[config.mk]
export PLATFORM = sky130hd
export DESIGN_NAME = cb_sequencer
export DESIGN_NICKNAME = d
export VERILOG_FILES = /design/src/rtl/cb_sequencer_pkg.sv /design/src/rtl/cb_sequencer_bitop.sv /design/src/rtl/cb_sequencer.sv
export SDC_FILE = /design/constraint.sdc
export NUM_CORES = 1
export LEC_CHECK = 0
export ABC_AREA = 1
export BUFFER_PORTS_ARGS = -buffer_cell sky130_fd_sc_hd__buf_2
export CORE_MARGIN = 4
export CORE_UTILIZATION = 40
export CTS_BUF_LIST = sky130_fd_sc_hd__clkbuf_2
export DETAILED_ROUTE_END_ITERATION = 10
export GPL_TIMING_DRIVEN = 0
export HOLD_SLACK_MARGIN = 0.15
export PLACE_DENSITY = 0.74
export SLEW_MARGIN = 20
export SYNTH_ARGS = -nofsm -noshare
export SYNTH_HDL_FRONTEND = slang
export SYNTH_SLANG_ARGS = --single-unit
[constraint.sdc]
create_clock -name clk -period 3.9 [get_ports clk]
set_input_delay 0.39 -clock clk [delete_from_list [all_inputs] [get_ports clk]]
set_output_delay 0.39 -clock clk [all_outputs]
set_load 0.02 [all_outputs]
[src/rtl/cb_sequencer_pkg.sv]
// Shared types and constants for the CB-prefix sequencer.
// The CB_CYCLE_ACCURATE_EN build adds FINISH-state pacing in cb_sequencer.
package cb_sequencer_pkg;

  typedef enum logic [3:0] {
    alu_NOP  = 4'd0,
    alu_RLC  = 4'd1,
    alu_RRC  = 4'd2,
    alu_RL   = 4'd3,
    alu_RR   = 4'd4,
    alu_SLA  = 4'd5,
    alu_SRA  = 4'd6,
    alu_SWAP = 4'd7,
    alu_SRL  = 4'd8
  } alu_op_t;

  typedef enum logic [2:0] {
    CB_IDLE   = 3'd0,
    CB_MEM_RD = 3'd1,
    CB_EXEC   = 3'd2,
    CB_MEM_WR = 3'd3,
    CB_FINISH = 3'd4
  } cb_state_t;

  localparam logic [2:0] CB_IDX_HL = 3'd6;

  localparam int FLAG_Z = 3;
  localparam int FLAG_N = 2;
  localparam int FLAG_H = 1;
  localparam int FLAG_C = 0;

  localparam logic [1:0] GRP_SHIFT = 2'b00;
  localparam logic [1:0] GRP_BIT   = 2'b01;
  localparam logic [1:0] GRP_RES   = 2'b10;
  localparam logic [1:0] GRP_SET   = 2'b11;

  // y field of the shift/rotate group maps onto consecutive ALU opcodes
  function automatic alu_op_t shift_op(input logic [2:0] y);
    return alu_op_t'({1'b0, y} + 4'd1);
  endfunction

endpackage

[src/rtl/cb_sequencer_bitop.sv]
// Combinational BIT/RES/SET unit; shift-group opcodes pass operand and flags through.
module cb_bitop
  import cb_sequencer_pkg::*;
(
  input  logic [7:0] operand,
  input  logic [2:0] y,
  input  logic [1:0] grp,
  input  logic [3:0] flags_in,
  output logic [7:0] result,
  output logic [3:0] flags
);

  logic [7:0] mask;

  assign mask = 8'd1 << y;

  always_comb begin
    result = operand;
    flags  = flags_in;
    case (grp)
      GRP_BIT: begin
        flags[FLAG_Z] = ~operand[y];
        flags[FLAG_N] = 1'b0;
        flags[FLAG_H] = 1'b1;
        flags[FLAG_C] = flags_in[FLAG_C];
      end
      GRP_RES: result = operand & ~mask;
      GRP_SET: result = operand | mask;
      default: ;
    endcase
  end

endmodule

[src/rtl/cb_sequencer.sv]
// Multi-cycle executor for CB-prefixed instructions (rotate/shift/SWAP/BIT/RES/SET).
// Define CB_CYCLE_ACCURATE_EN to pace done/busy to real M-cycle counts via FINISH.
//
// state  | meaning
// IDLE   | waiting for start
// MEM_RD | fetching the (HL) operand
// EXEC   | computing result, register write-back, flag update
// MEM_WR | writing result back to (HL)
// FINISH | padding to M-cycle count (cycle-accurate build only)
module cb_sequencer
  import cb_sequencer_pkg::*;
(
  input  logic        clk,
  input  logic        rst,
  input  logic        start,
  input  logic [7:0]  cb_opcode,
  output logic        busy,
  output logic        done,
  output logic [2:0]  reg_rsel,
  input  logic [7:0]  reg_rdata,
  input  logic [15:0] hl,
  output logic        reg_we,
  output logic [2:0]  reg_wsel,
  output logic [7:0]  reg_wdata,
  input  logic [3:0]  flags_in,
  output logic        flags_we,
  output logic [3:0]  flags_out,
  output alu_op_t     alu_op,
  output logic [7:0]  alu_b,
  input  logic [7:0]  alu_result,
  input  logic [3:0]  alu_flags,
  output logic [15:0] mem_addr,
  output logic        mem_rd,
  output logic        mem_wr,
  output logic [7:0]  mem_wdata,
  input  logic [7:0]  mem_rdata,
  input  logic        mem_ack
);

  cb_state_t  state_q, state_d;
  logic [7:0] op_q, operand_q, result_q;
  logic [1:0] grp;
  logic [2:0] y, r;
  logic       to_hl, is_bit;
  logic [7:0] operand, bit_result, exec_result;
  logic [3:0] bit_flags;
  logic       complete;

  assign grp   = op_q[7:6];
  assign y     = op_q[5:3];
  assign r     = op_q[2:0];
  assign to_hl  = (r == CB_IDX_HL);
  assign is_bit = (grp == GRP_BIT);

  assign operand     = to_hl ? operand_q : reg_rdata;
  assign exec_result = (grp == GRP_SHIFT) ? alu_result : bit_result;

  cb_bitop u_bitop (
    .operand  (operand),
    .y        (y),
    .grp      (grp),
    .flags_in (flags_in),
    .result   (bit_result),
    .flags    (bit_flags)
  );

`ifdef CB_CYCLE_ACCURATE_EN
  localparam cb_state_t DONE_STATE = CB_FINISH;
  logic [1:0] wait_q;

  // Down-counter loaded with (minimum M-cycles - 1); FINISH releases at zero.
  always_ff @(posedge clk or posedge rst) begin
    if (rst) begin
      wait_q <= 2'd0;
    end else if (state_q == CB_IDLE) begin
      if (start) begin
        if (cb_opcode[2:0] != CB_IDX_HL)      wait_q <= 2'd1;
        else if (cb_opcode[7:6] == GRP_BIT)   wait_q <= 2'd2;
        else                                  wait_q <= 2'd3;
      end
    end else if (wait_q != 2'd0) begin
      wait_q <= wait_q - 2'd1;
    end
  end
`else
  localparam cb_state_t DONE_STATE = CB_IDLE;
`endif

  always_ff @(posedge clk or posedge rst) begin
    if (rst) begin
      state_q   <= CB_IDLE;
      op_q      <= 8'h00;
      operand_q <= 8'h00;
      result_q  <= 8'h00;
    end else begin
      state_q <= state_d;
      if (state_q == CB_IDLE && start)   op_q      <= cb_opcode;
      if (state_q == CB_MEM_RD && mem_ack) operand_q <= mem_rdata;
      if (state_q == CB_EXEC)            result_q  <= exec_result;
    end
  end

  always_comb begin
    state_d = state_q;
    case (state_q)
      CB_IDLE:   if (start) state_d = (cb_opcode[2:0] == CB_IDX_HL) ? CB_MEM_RD : CB_EXEC;
      CB_MEM_RD: if (mem_ack) state_d = CB_EXEC;
      CB_EXEC:   state_d = (!to_hl || is_bit) ? DONE_STATE : CB_MEM_WR;
      CB_MEM_WR: if (mem_ack) state_d = DONE_STATE;
`ifdef CB_CYCLE_ACCURATE_EN
      CB_FINISH: if (wait_q == 2'd0) state_d = CB_IDLE;
`endif
      default:   state_d = CB_IDLE;
    endcase
  end

  always_comb begin
    busy      = (state_q != CB_IDLE);
    reg_rsel  = r;
    reg_we    = 1'b0;
    reg_wsel  = 3'd0;
    reg_wdata = 8'h00;
    flags_we  = 1'b0;
    flags_out = 4'h0;
    alu_op    = alu_NOP;
    alu_b     = 8'h00;
    mem_addr  = 16'h0000;
    mem_rd    = 1'b0;
    mem_wr    = 1'b0;
    mem_wdata = 8'h00;
    complete  = 1'b0;
    case (state_q)
      CB_MEM_RD: begin
        mem_addr = hl;
        mem_rd   = 1'b1;
      end
      CB_EXEC: begin
        if (grp == GRP_SHIFT) begin
          alu_op    = shift_op(y);
          alu_b     = operand;
          flags_we  = 1'b1;
          flags_out = alu_flags;
        end else if (is_bit) begin
          flags_we  = 1'b1;
          flags_out = bit_flags;
        end
        if (!to_hl && !is_bit) begin
          reg_we    = 1'b1;
          reg_wsel  = r;
          reg_wdata = exec_result;
        end
        complete = !to_hl || is_bit;
      end
      CB_MEM_WR: begin
        mem_addr  = hl;
        mem_wr    = 1'b1;
        mem_wdata = result_q;
        complete  = mem_ack;
      end
      default: ;
    endcase
`ifdef CB_CYCLE_ACCURATE_EN
    done = (state_q == CB_FINISH) && (wait_q == 2'd0);
`else
    done = complete;
`endif
  end

endmodule

==> impl_metrics.py <==
metrics = {
    "floorplan": {
        "initial_core_util": 0.423,
        "die_w_um": 79.4,
        "die_y_um": 79.4,
        "coreArea_um2": 4820,
        "fp.dieArea_um2": 6300,
        "fp-row-count": 25,
        "num_io_pins": 120,
    },
    "status": {
        "status": "complete, no violations",
    },
    "sta": {
        "fin_tns_setup_ns": 0,
        "setup_viol": 0,
        "skew_ns": 0.0176,
        "max-slew-margin-rel": 0.346,
        "timing.final.crit_share": 0.636,
        "fmax_mhz": 403,
        "timing.final.ws_setup_ns": 1.42,
        "tightestPinTransition_ns": 0.976,
        "min_period_ns": 2.48,
        "hold_slack_ns": 0.212,
        "drv_slew": 0,
        "rsz0062_at_grt": "no",
        "finalHoldViolations": 0,
    },
    "drt": {
        "avgViaCountPerCell": 4.54,
        "dr.pass1.iters": 4,
        "vias": 2263,
        "dr_wl_met3_um": 404,
        "ant_nets": 0,
        "drc_errors": 0,
        "highest-signal-layer": "met4",
        "drt_wl_total_um": 6040,
        "wl_met2_um": 2930,
        "avgRoutedWirePerCell_um": 12.1,
        "wl_met1_um": 2660,
        "drt_iter0_drc": 101,
    },
    "final_layout": {
        "fillers": 503,
        "area_growth_syn_to_layout_pct": 35.3,
        "final_area_um2": 2760,
        "fin_nets": 499,
        "post-route-util": 0.572,
        "diodes": 0,
        "fin_cells": 499,
        "drive_above_1_share": 0.366,
    },
    "synthesis": {
        "yosys_warnings": 0,
        "syn_area_um2": 2040,
        "synth_seq_cells": 26,
        "syn_area_per_cell_um2": 6.55,
        "yosysSeqAreaShare": 0.319,
        "synthCells": 311,
        "ys_types": 29,
        "syn_nets": 377,
    },
    "min_path": {
        "hold_path.class": "in -> reg",
    },
    "grt": {
        "grt_overflow": 0,
        "antenna_found_initial": 0,
        "grt_util_all_layers": 0.189,
        "grt_pass1_vias": 2123,
        "grt_pass1_wl_um": 9630,
        "grt_max_degree": 27,
    },
    "setup_path": {
        "cp_slowest_cell": "dfrtp_1",
        "crit_top_cell": "buf_2",
        "critical_path_class": "reg -> out",
        "cp-start-kind": "flip-flop",
        "crit_path_cell_trace": "inv_1 > nand3_1 > buf_2 > o21ai_1 > nand2_1 > a22oi_1 > nor2_1 > buf_2",
        "worst_ep_required_time_ns": 3.51,
        "cp_num_buf_inv": 3,
        "cp.arrival_ns": 2.09,
        "r2r_setup_slack_ns": 2.23,
        "slowest_delay_ns": 0.48,
        "path_delay_family": "compound AO/OA/AOI/OAI gates",
        "worstPathMaxFanout": 10,
        "end_kind": "primary output",
    },
    "clock_network": {
        "htreeDepth": 1,
        "cts_tree": "built",
        "clockBufferDepth": 2,
        "cts-root-buf": "clkbuf_2",
        "numCtsBuffers": 3,
        "cts.sinks": 26,
        "clk_latency_ns": 0.38,
        "cts.clk_slew.worst_paths_ns": 0.27,
    },
    "placed_design": {
        "dp_cells": 494,
        "port-buffer-count": 116,
        "gp_congestion": 0.844,
        "dpl.hpwl_um": 5050,
        "pre_cts_ws_ns": 1.90,
        "placed_area_um2": 2700,
    },
    "pwr": {
        "p_leak_nw": 1.77,
        "pwr_density_cell_nw_per_um2": 742,
        "fin_total_pwr_mw": 2.05,
        "vdd_drop_max_mv": 0.380,
    },
    "job": {
        "maxCapViolCount": 0,
    },
}
[Yosys cell counts, drive strengths merged]
master	instances	area, µm²
nand2	73	277
a21oi	15	75.1
a31oi	4	25.0
o21ai	9	45.0
buf	11	81.3
mux2	4	52.6
dfrtp	26	651
clkbuf	3	11.3
inv	59	221
nor3	1	5.00
a22oi	3	22.5
nor2	63	303
o221ai	2	17.5
nand3	23	115
and2	2	12.5
nand4	2	12.5
ha	6	75.1
a22o	1	8.76
or2	2	12.5
o211ai	2	15.0
[flip-flops by register name (all words and copies together) (netlist names)]
| name | cells |
|---|---|
| op_q | 8 |
| operand_q | 8 |
| result_q | 8 |
| state_q | 2 |
[logic make-up after synthesis]
family          after synthesis  share of synthesized area
buf+inv                      73                      0.154
fa+ha+maj                     6                     0.0368
mux                           4                     0.0258
simple gates                166                      0.362
flops                        26                      0.319
compound gates               36                      0.103
[cells in the final DEF (no fill, tap or decap), types with 2 or more instances in the layout]
| cell | Yosys | routed |
|---|---|---|
| or2_2 | 2 | 2 |
| buf_6 | 3 | 3 |
| nand2_1 | 72 | 72 |
| buf_4 | 3 | 3 |
| dfrtp_1 | 26 | 26 |
| o21ai_0 | 3 | 3 |
| ha_1 | 6 | 6 |
| a22oi_1 | 3 | 3 |
| inv_1 | 54 | 53 |
| inv_2 | 5 | 5 |
| a21oi_1 | 15 | 15 |
| mux2_4 | 2 | 2 |
| nor2_2 | 11 | 11 |
| nand3_1 | 23 | 23 |
| nand4_1 | 2 | 2 |
| o211ai_1 | 2 | 2 |
| and2_1 | 2 | 2 |
| buf_2 | 5 | 121 |
| o221ai_1 | 2 | 2 |
| clkbuf_1 | 3 | 3 |
| nor2_1 | 48 | 48 |
| a31oi_1 | 4 | 4 |
| nor2_4 | 3 | 3 |
| clkbuf_2 | 0 | 3 |
| o21ai_1 | 6 | 6 |
| mux2_2 | 2 | 2 |
[cell type report]
type	count	area, µm²	share of cell area
flip-flops and latches	26	651	0.236
inverters	59	221	0.0803
multi-input cells	212	1070	0.389
repair buffers	117	591	0.214
well taps	67	83.8	0.0304
clock inverters	1	30.0	0.0109
plain buffers	14	92.6	0.0336
clock buffers	3	15.0	0.00544
[worst reg2reg max path: stages, from the launching register on]
cell and delay (ns):
dfrtp_1 0.48, inv_1 0.11, nand3_1 0.11, buf_2 0.20
o21ai_1 0.29, nand2_1 0.10, a22oi_1 0.20, o21ai_1 0.08
[worst paths after layout]
kind / startpoint / end / cells past startpoint
max: op_q[0] / reg_wdata[4] / 8
min: mem_rdata[5] / operand_q[5] / 2
max reg2reg: op_q[0] / result_q[4] / 7
min reg2reg: result_q[1] / result_q[1] / 2
max in group asynchronous: rst / operand_q[1] / 3
min in group asynchronous: rst / state_q[1] / 3
[power by group]
group          switching (mW)  internal, mW  leakage, nW  total, mW
Clock                  0.0869        0.0882       0.0266      0.175
Sequential              0.115         0.398        0.299      0.513
Combinational           0.885         0.472         1.45       1.36
Total                    1.09         0.958         1.77       2.05
[timing repair]
item,in CTS,in global routing
hold buffers,0,1
gates resized for setup,0,0
setup buffers,0,0
endpoints found under the hold margin,0,26
[layer usage]
layer,track usage,up-vias
met5,0,-
met1,0.248,999
met3,0.0327,6
met4,0.0412,0
li1,-,1196
met2,0.326,62
Power figures use the tool's default switching activity.
